<file path="src/rtl/rtype_issue_stage.sv">
// RV32I R-type issue stage: decodes funct7/funct3 into an ALU select, reads two
// operands from a 32x32 register file with write-back bypass, and holds the result in a one-entry skid register.
module rtype_issue_stage #(
  parameter int XLEN  = 32,
  parameter int NREGS = 32,
  parameter int CNT_W = 8
) (
  input  logic             clk,
  input  logic             rst,
  input  logic             instr_valid,
  output logic             instr_ready,
  input  logic [31:0]      instr,
  output logic             issue_valid,
  input  logic             issue_ready,
  output logic [3:0]       ALU_sel,
  output logic [XLEN-1:0]  reg1,
  output logic [XLEN-1:0]  reg2,
  output logic [4:0]       rd_addr,
  input  logic             wb_valid,
  input  logic [4:0]       wb_addr,
  input  logic [XLEN-1:0]  wb_data,
  output logic             illegal,
  output logic [CNT_W-1:0] illegal_count
);

  localparam logic [6:0] OP_RTYPE = 7'b0110011;

  logic [XLEN-1:0] regs [NREGS];

  logic [6:0]      opcode;
  logic [2:0]      funct3;
  logic [6:0]      funct7;
  logic [4:0]      rs1;
  logic [4:0]      rs2;
  logic [4:0]      rd;
  logic            legal;
  logic [3:0]      sel;
  logic [XLEN-1:0] rs1_val;
  logic [XLEN-1:0] rs2_val;
  logic            accept;
  logic            leave;

  assign opcode = instr[6:0];
  assign rd     = instr[11:7];
  assign funct3 = instr[14:12];
  assign rs1    = instr[19:15];
  assign rs2    = instr[24:20];
  assign funct7 = instr[31:25];

  // Handshake: a transfer happens on a rising edge where valid && ready. The
  // output register accepts a new instruction whenever it is empty or its
  // current bundle is leaving in the same cycle, so accept+leave is allowed.
  assign instr_ready = !issue_valid || issue_ready;
  assign accept      = instr_valid && instr_ready;
  assign leave       = issue_valid && issue_ready;

  always_comb begin
    legal = 1'b0;
    sel   = 4'd0;
    if (opcode == OP_RTYPE) begin
      case ({funct7, funct3})
        {7'b0000000, 3'b000}: begin legal = 1'b1; sel = 4'd0; end
        {7'b0100000, 3'b000}: begin legal = 1'b1; sel = 4'd1; end
        {7'b0000000, 3'b001}: begin legal = 1'b1; sel = 4'd2; end
        {7'b0000000, 3'b010}: begin legal = 1'b1; sel = 4'd3; end
        {7'b0000000, 3'b011}: begin legal = 1'b1; sel = 4'd4; end
        {7'b0000000, 3'b100}: begin legal = 1'b1; sel = 4'd5; end
        {7'b0000000, 3'b101}: begin legal = 1'b1; sel = 4'd6; end
        {7'b0100000, 3'b101}: begin legal = 1'b1; sel = 4'd7; end
        {7'b0000000, 3'b110}: begin legal = 1'b1; sel = 4'd8; end
        {7'b0000000, 3'b111}: begin legal = 1'b1; sel = 4'd9; end
        default:              begin legal = 1'b0; sel = 4'd0; end
      endcase
    end
  end

  // x0 reads as zero; a nonzero index matching a same-cycle write-back takes
  // the incoming value instead of the stale array entry.
  always_comb begin
    rs1_val = '0;
    rs2_val = '0;
    if (rs1 != 5'd0) begin
      if (wb_valid && (wb_addr == rs1)) rs1_val = wb_data;
      else                              rs1_val = regs[rs1];
    end
    if (rs2 != 5'd0) begin
      if (wb_valid && (wb_addr == rs2)) rs2_val = wb_data;
      else                              rs2_val = regs[rs2];
    end
  end

  always_ff @(posedge clk) begin
    if (rst) begin
      for (int i = 0; i < NREGS; i++) regs[i] <= '0;
    end else if (wb_valid && (wb_addr != 5'd0)) begin
      regs[wb_addr] <= wb_data;
    end
  end

  always_ff @(posedge clk) begin
    if (rst) begin
      issue_valid <= 1'b0;
      ALU_sel     <= 4'd0;
      reg1        <= '0;
      reg2        <= '0;
      rd_addr     <= 5'd0;
    end else if (accept && legal) begin
      issue_valid <= 1'b1;
      ALU_sel     <= sel;
      reg1        <= rs1_val;
      reg2        <= rs2_val;
      rd_addr     <= rd;
    end else if (leave) begin
      // Covers an illegal accept too: it can only happen when empty or leaving.
      issue_valid <= 1'b0;
    end
  end

  always_ff @(posedge clk) begin
    if (rst) begin
      illegal       <= 1'b0;
      illegal_count <= '0;
    end else begin
      illegal <= accept && !legal;
      if (accept && !legal && (illegal_count != {CNT_W{1'b1}}))
        illegal_count <= illegal_count + 1'b1;
    end
  end

endmodule

</file>
<file path="config.mk">
export PLATFORM = sky130hd
export DESIGN_NAME = rtype_issue_stage
export DESIGN_NICKNAME = d
export VERILOG_FILES = /design/src/rtl/rtype_issue_stage.sv
export SDC_FILE = /design/constraint.sdc
export NUM_CORES = 2
export LEC_CHECK = 0
export BUFFER_PORTS_ARGS = -buffer_cell sky130_fd_sc_hd__buf_2
export CORE_MARGIN = 5
export CORE_UTILIZATION = 50
export DETAILED_ROUTE_END_ITERATION = 8
export PLACE_DENSITY = 0.67
export SETUP_SLACK_MARGIN = 0.2
export SLEW_MARGIN = 10
export SYNTH_ARGS = -nofsm -noshare
export SYNTH_HDL_FRONTEND = slang
export SYNTH_SLANG_ARGS = --single-unit
</file>
<file path="constraint.sdc">
create_clock -name clk -period 11 [get_ports clk]
set_clock_uncertainty 0.1 [all_clocks]
set_input_delay 2.2 -clock clk [delete_from_list [all_inputs] [get_ports clk]]
set_output_delay 2.2 -clock clk [all_outputs]
set_load 0.03 [all_outputs]
</file>
==> results by group <==
Detailed routing
  • Detailed Route WL: 189,000 µm
  • Post-route antenna net violation count: 0
  • Via count: 39,400
  • Drt pass-1 iters: 6
  • DRT iter0 DRCs: 5,595
  • DR vias/cell: 7.27
  • # DRC: 0
  • Wire length per cell after detailed routing: 34.8 µm

Clock tree
  • Hold Buf Count CTS: 0
  • Clk sinks: 1,107
  • Worst-path clk slew: 0.06 ns
  • CTS Root Cell: clkbuf_16
  • Htree depth: 3
  • Num CTS Buffers: 117
  • Post-CTS resize count: 0
  • Clk Latency, worst-skew pair: 0.72 ns
  • Clock Path Buffers: 3
  • Setup Buffers After CTS: 0
  • CTS tree: done

Floorplanning
  • Die Wd: 348 µm
  • Num rows: 124
  • Starting Density: 50.2%
  • Die Footprint: 0.121 mm²
  • I/O pin count: 158
  • Die Y-Extent: 348 µm
  • Core footprint: 0.114 mm²

Pwr
  • Switch share: 25.3%
  • LEAKAGE: 19.8 nW
  • Clock share of power: 39.5%
  • VDD IR max: 0.131 mV
  • Cell internal pwr: 7.54 mW
  • Comb power frac: 11.8%
  • Tot Pwr: 10.1 mW
  • Net Sw Power: 2.55 mW
  • Reg power frac: 48.8%
  • Cell Pwr Density: 160 mW/mm²

Global routing
  • Vias in the first global route: 38,900
  • Gr usage total: 30.7%
  • First-pass GRT wire length: 274,000 µm
  • Initial antenna violation count: 4
  • Largest net degree at the start of global routing: 141
  • Total grt overflow: 0

Timing
  • Final Hold Fails: 0
  • Max Clk Rate: 178 MHz
  • Final worst path period share: 51.1%
  • Actual slew at the worst max-slew pin: 1.43 ns
  • RSZ-0062 raised after global routing: false
  • Slew Limit Fails: 0
  • # setup viols final: 0
  • Period minus WS final: 5.62 ns
  • Setup TNS: 0 ns
  • Max-slew headroom: 4.85%

Synth
  • Mapped cell area: 0.0571 mm²
  • Post-Syn Instances: 3,929
  • Flops & latches, synth: 1,107
  • Post-synth cell types: 56
  • EDFF count, synth: 1,024
  • Sequential share of the synthesized area: 56.7%
  • Async set or reset register ratio after synthesis: 0%
  • Syn avg cell area: 14.5 µm²
  • Yosys warnings: 0
  • Main flop type after synthesis: edfxtp_1

Setup path
  • Worst R2R Start: issue_valid$_SDFFE_PP0P_
  • R2R setup slack: 7.75 ns
  • Kind of critical path: input port to register
  • Worst EP required: 11.25 ns
  • Crit path from: rst
  • Reg2Reg Depth: 7
  • Critical Path Sink Type: register
  • Critical path fanouts, max: 66
  • Crit path DAT: 5.87 ns
  • Crit start category: input port
  • CP endpoint: regs[17][16]$_SDFFCE_PN0P_
  • Critical R2R Capture: reg2[19]$_SDFFE_PP0P_

Placement
  • IO Port Bufs: 157
  • HPWL Detailed: 102,000 µm
  • GPL Wtd Cong: 0.819

Final layout
  • Synthesis-to-finish area growth: 10.2%
  • Final nets: 3,884
  • Fillers: 9,146
  • Layout cell share with drive strength beyond 1: 26.8%

Min path
  • Worst min path class: register to register

Status
  • Status: finished, final reports clean

Run
  • Max cap viols: 0
[worst max-delay path: stages]
cell and delay [ns]:
buf_4 0.22, nor2b_1 0.50, nand3b_1 0.77, buf_4 0.67
o21ai_4 0.87, buf_4 0.57
[cells in the final DEF (no fill, tap or decap), types with 62 or more instances in the layout]
cell / instances
buf_2: 150
buf_4: 108
clkbuf_16: 118
dfxtp_1: 83
edfxtp_1: 1024
mux2i_1: 259
mux4_2: 513
nand2_1: 71
nor3_1: 996
o2111ai_1: 62
o22ai_1: 124
[stage by stage]
stage / cell area, µm² / setup slack [ns] / util, % / instances / hold slack, ns
after floorplan: 57200 / 4.96 / - / 3960 / 0.480
after global placement: 59100 / 4.69 / 51.9 / 5201 / 0.343
after detailed placement: 59200 / 4.70 / 51.9 / 5202 / 0.345
after CTS: 63000 / 5.44 / 55.3 / 5421 / 0.353
after global routing: 63000 / 5.27 / 55.3 / 5421 / 0.382
final: 63000 / 5.38 / 55.3 / 5422 / 0.354
[cells by family (layout without fill, tap and decap cells)]
| kind of cell | Yosys count | after routing | synth area share [%] |
|---|---|---|---|
| fa+ha+maj | 1 | 1 | 0.0219 |
| xor+xnor | 12 | 12 | 0.184 |
| compound gates | 313 | 313 | 4.06 |
| flops | 1107 | 1107 | 56.7 |
| buf+inv | 574 | 523 | 4.09 |
| mux | 774 | 774 | 24.8 |
| simple gates | 1147 | 1147 | 10.1 |
| other cells | 1 | 33 | 0.00657 |
[state kept, by name (all words and copies together) (netlist names)]
| register | cells |
|---|---|
| illegal | 1 |
| reg1 | 32 |
| ALU_sel | 4 |
| regs | 1024 |
| rd_addr | 5 |
| illegal_count | 8 |
| issue_valid | 1 |
| reg2 | 32 |
[per-layer routing]
metal,global-route usage (%),wire length (µm)
met5,0,41
met4,10.8,7590
met3,10.0,26900
met2,46.2,85400
met1,42.4,68900
[power groups by stage]
| stage | sequential (mW) | clock (mW) | combinational (mW) |
|---|---|---|---|
| finish | 4.92 | 3.98 | 1.19 |
| global route | 4.94 | 4.18 | 1.23 |
| CTS | 4.92 | 4.00 | 1.17 |
| detailed placement | 5.00 | 0 | 1.16 |
| global placement | 4.98 | 0 | 1.16 |
| floorplan | 4.97 | 0 | 0.781 |
[synth_stat cells, drive strengths merged (3+ instances only)]
cell	n	area, µm²
dfxtp	83	1660
edfxtp	1024	30700
inv	34	128
clkbuf	403	1510
o211ai	63	623
o22ai	124	776
xor2	9	78.8
nand3	12	60.1
mux4	513	11600
nand2b	6	37.5
mux2i	259	2590
nor4	3	25.0
nor3	996	4980
nand3b	9	67.6
a21oi	13	65.1
buf	137	697
xnor2	3	26.3
nor2	17	63.8
o31ai	3	22.5
nand2	74	278
nor4b	3	41.3
and3	6	37.5
or4	4	30.0
o2111ai	62	543
o21ai	36	184
[how the worst min path moves through the flow]
stage	from	endpoint	slack (ns)	depth (start not counted)
finish	ALU_sel[0]$_SDFFE_PP0P_	ALU_sel[0]$_SDFFE_PP0P_	0.35	2
global route	ALU_sel[0]$_SDFFE_PP0P_	ALU_sel[0]$_SDFFE_PP0P_	0.38	2
CTS	ALU_sel[0]$_SDFFE_PP0P_	ALU_sel[0]$_SDFFE_PP0P_	0.35	2
detailed placement	ALU_sel[0]$_SDFFE_PP0P_	ALU_sel[0]$_SDFFE_PP0P_	0.34	2
global placement	ALU_sel[0]$_SDFFE_PP0P_	ALU_sel[0]$_SDFFE_PP0P_	0.34	2
floorplan	ALU_sel[0]$_SDFFE_PP0P_	ALU_sel[0]$_SDFFE_PP0P_	0.48	2
[layout make-up]
cell class / count / area [µm²] / share of cell area (%)
clock buffer: 159 / 3210 / 5.09
multi-input combinational: 2279 / 22900 / 36.4
inverter: 34 / 128 / 0.203
sequential: 1107 / 32400 / 51.5
timing repair buffer: 270 / 1780 / 2.82
tap: 1512 / 1890 / 3.00
antenna: 1 / 2.50 / 0.00397
clock inverter: 60 / 603 / 0.958
Power figures use the tool's default switching activity.
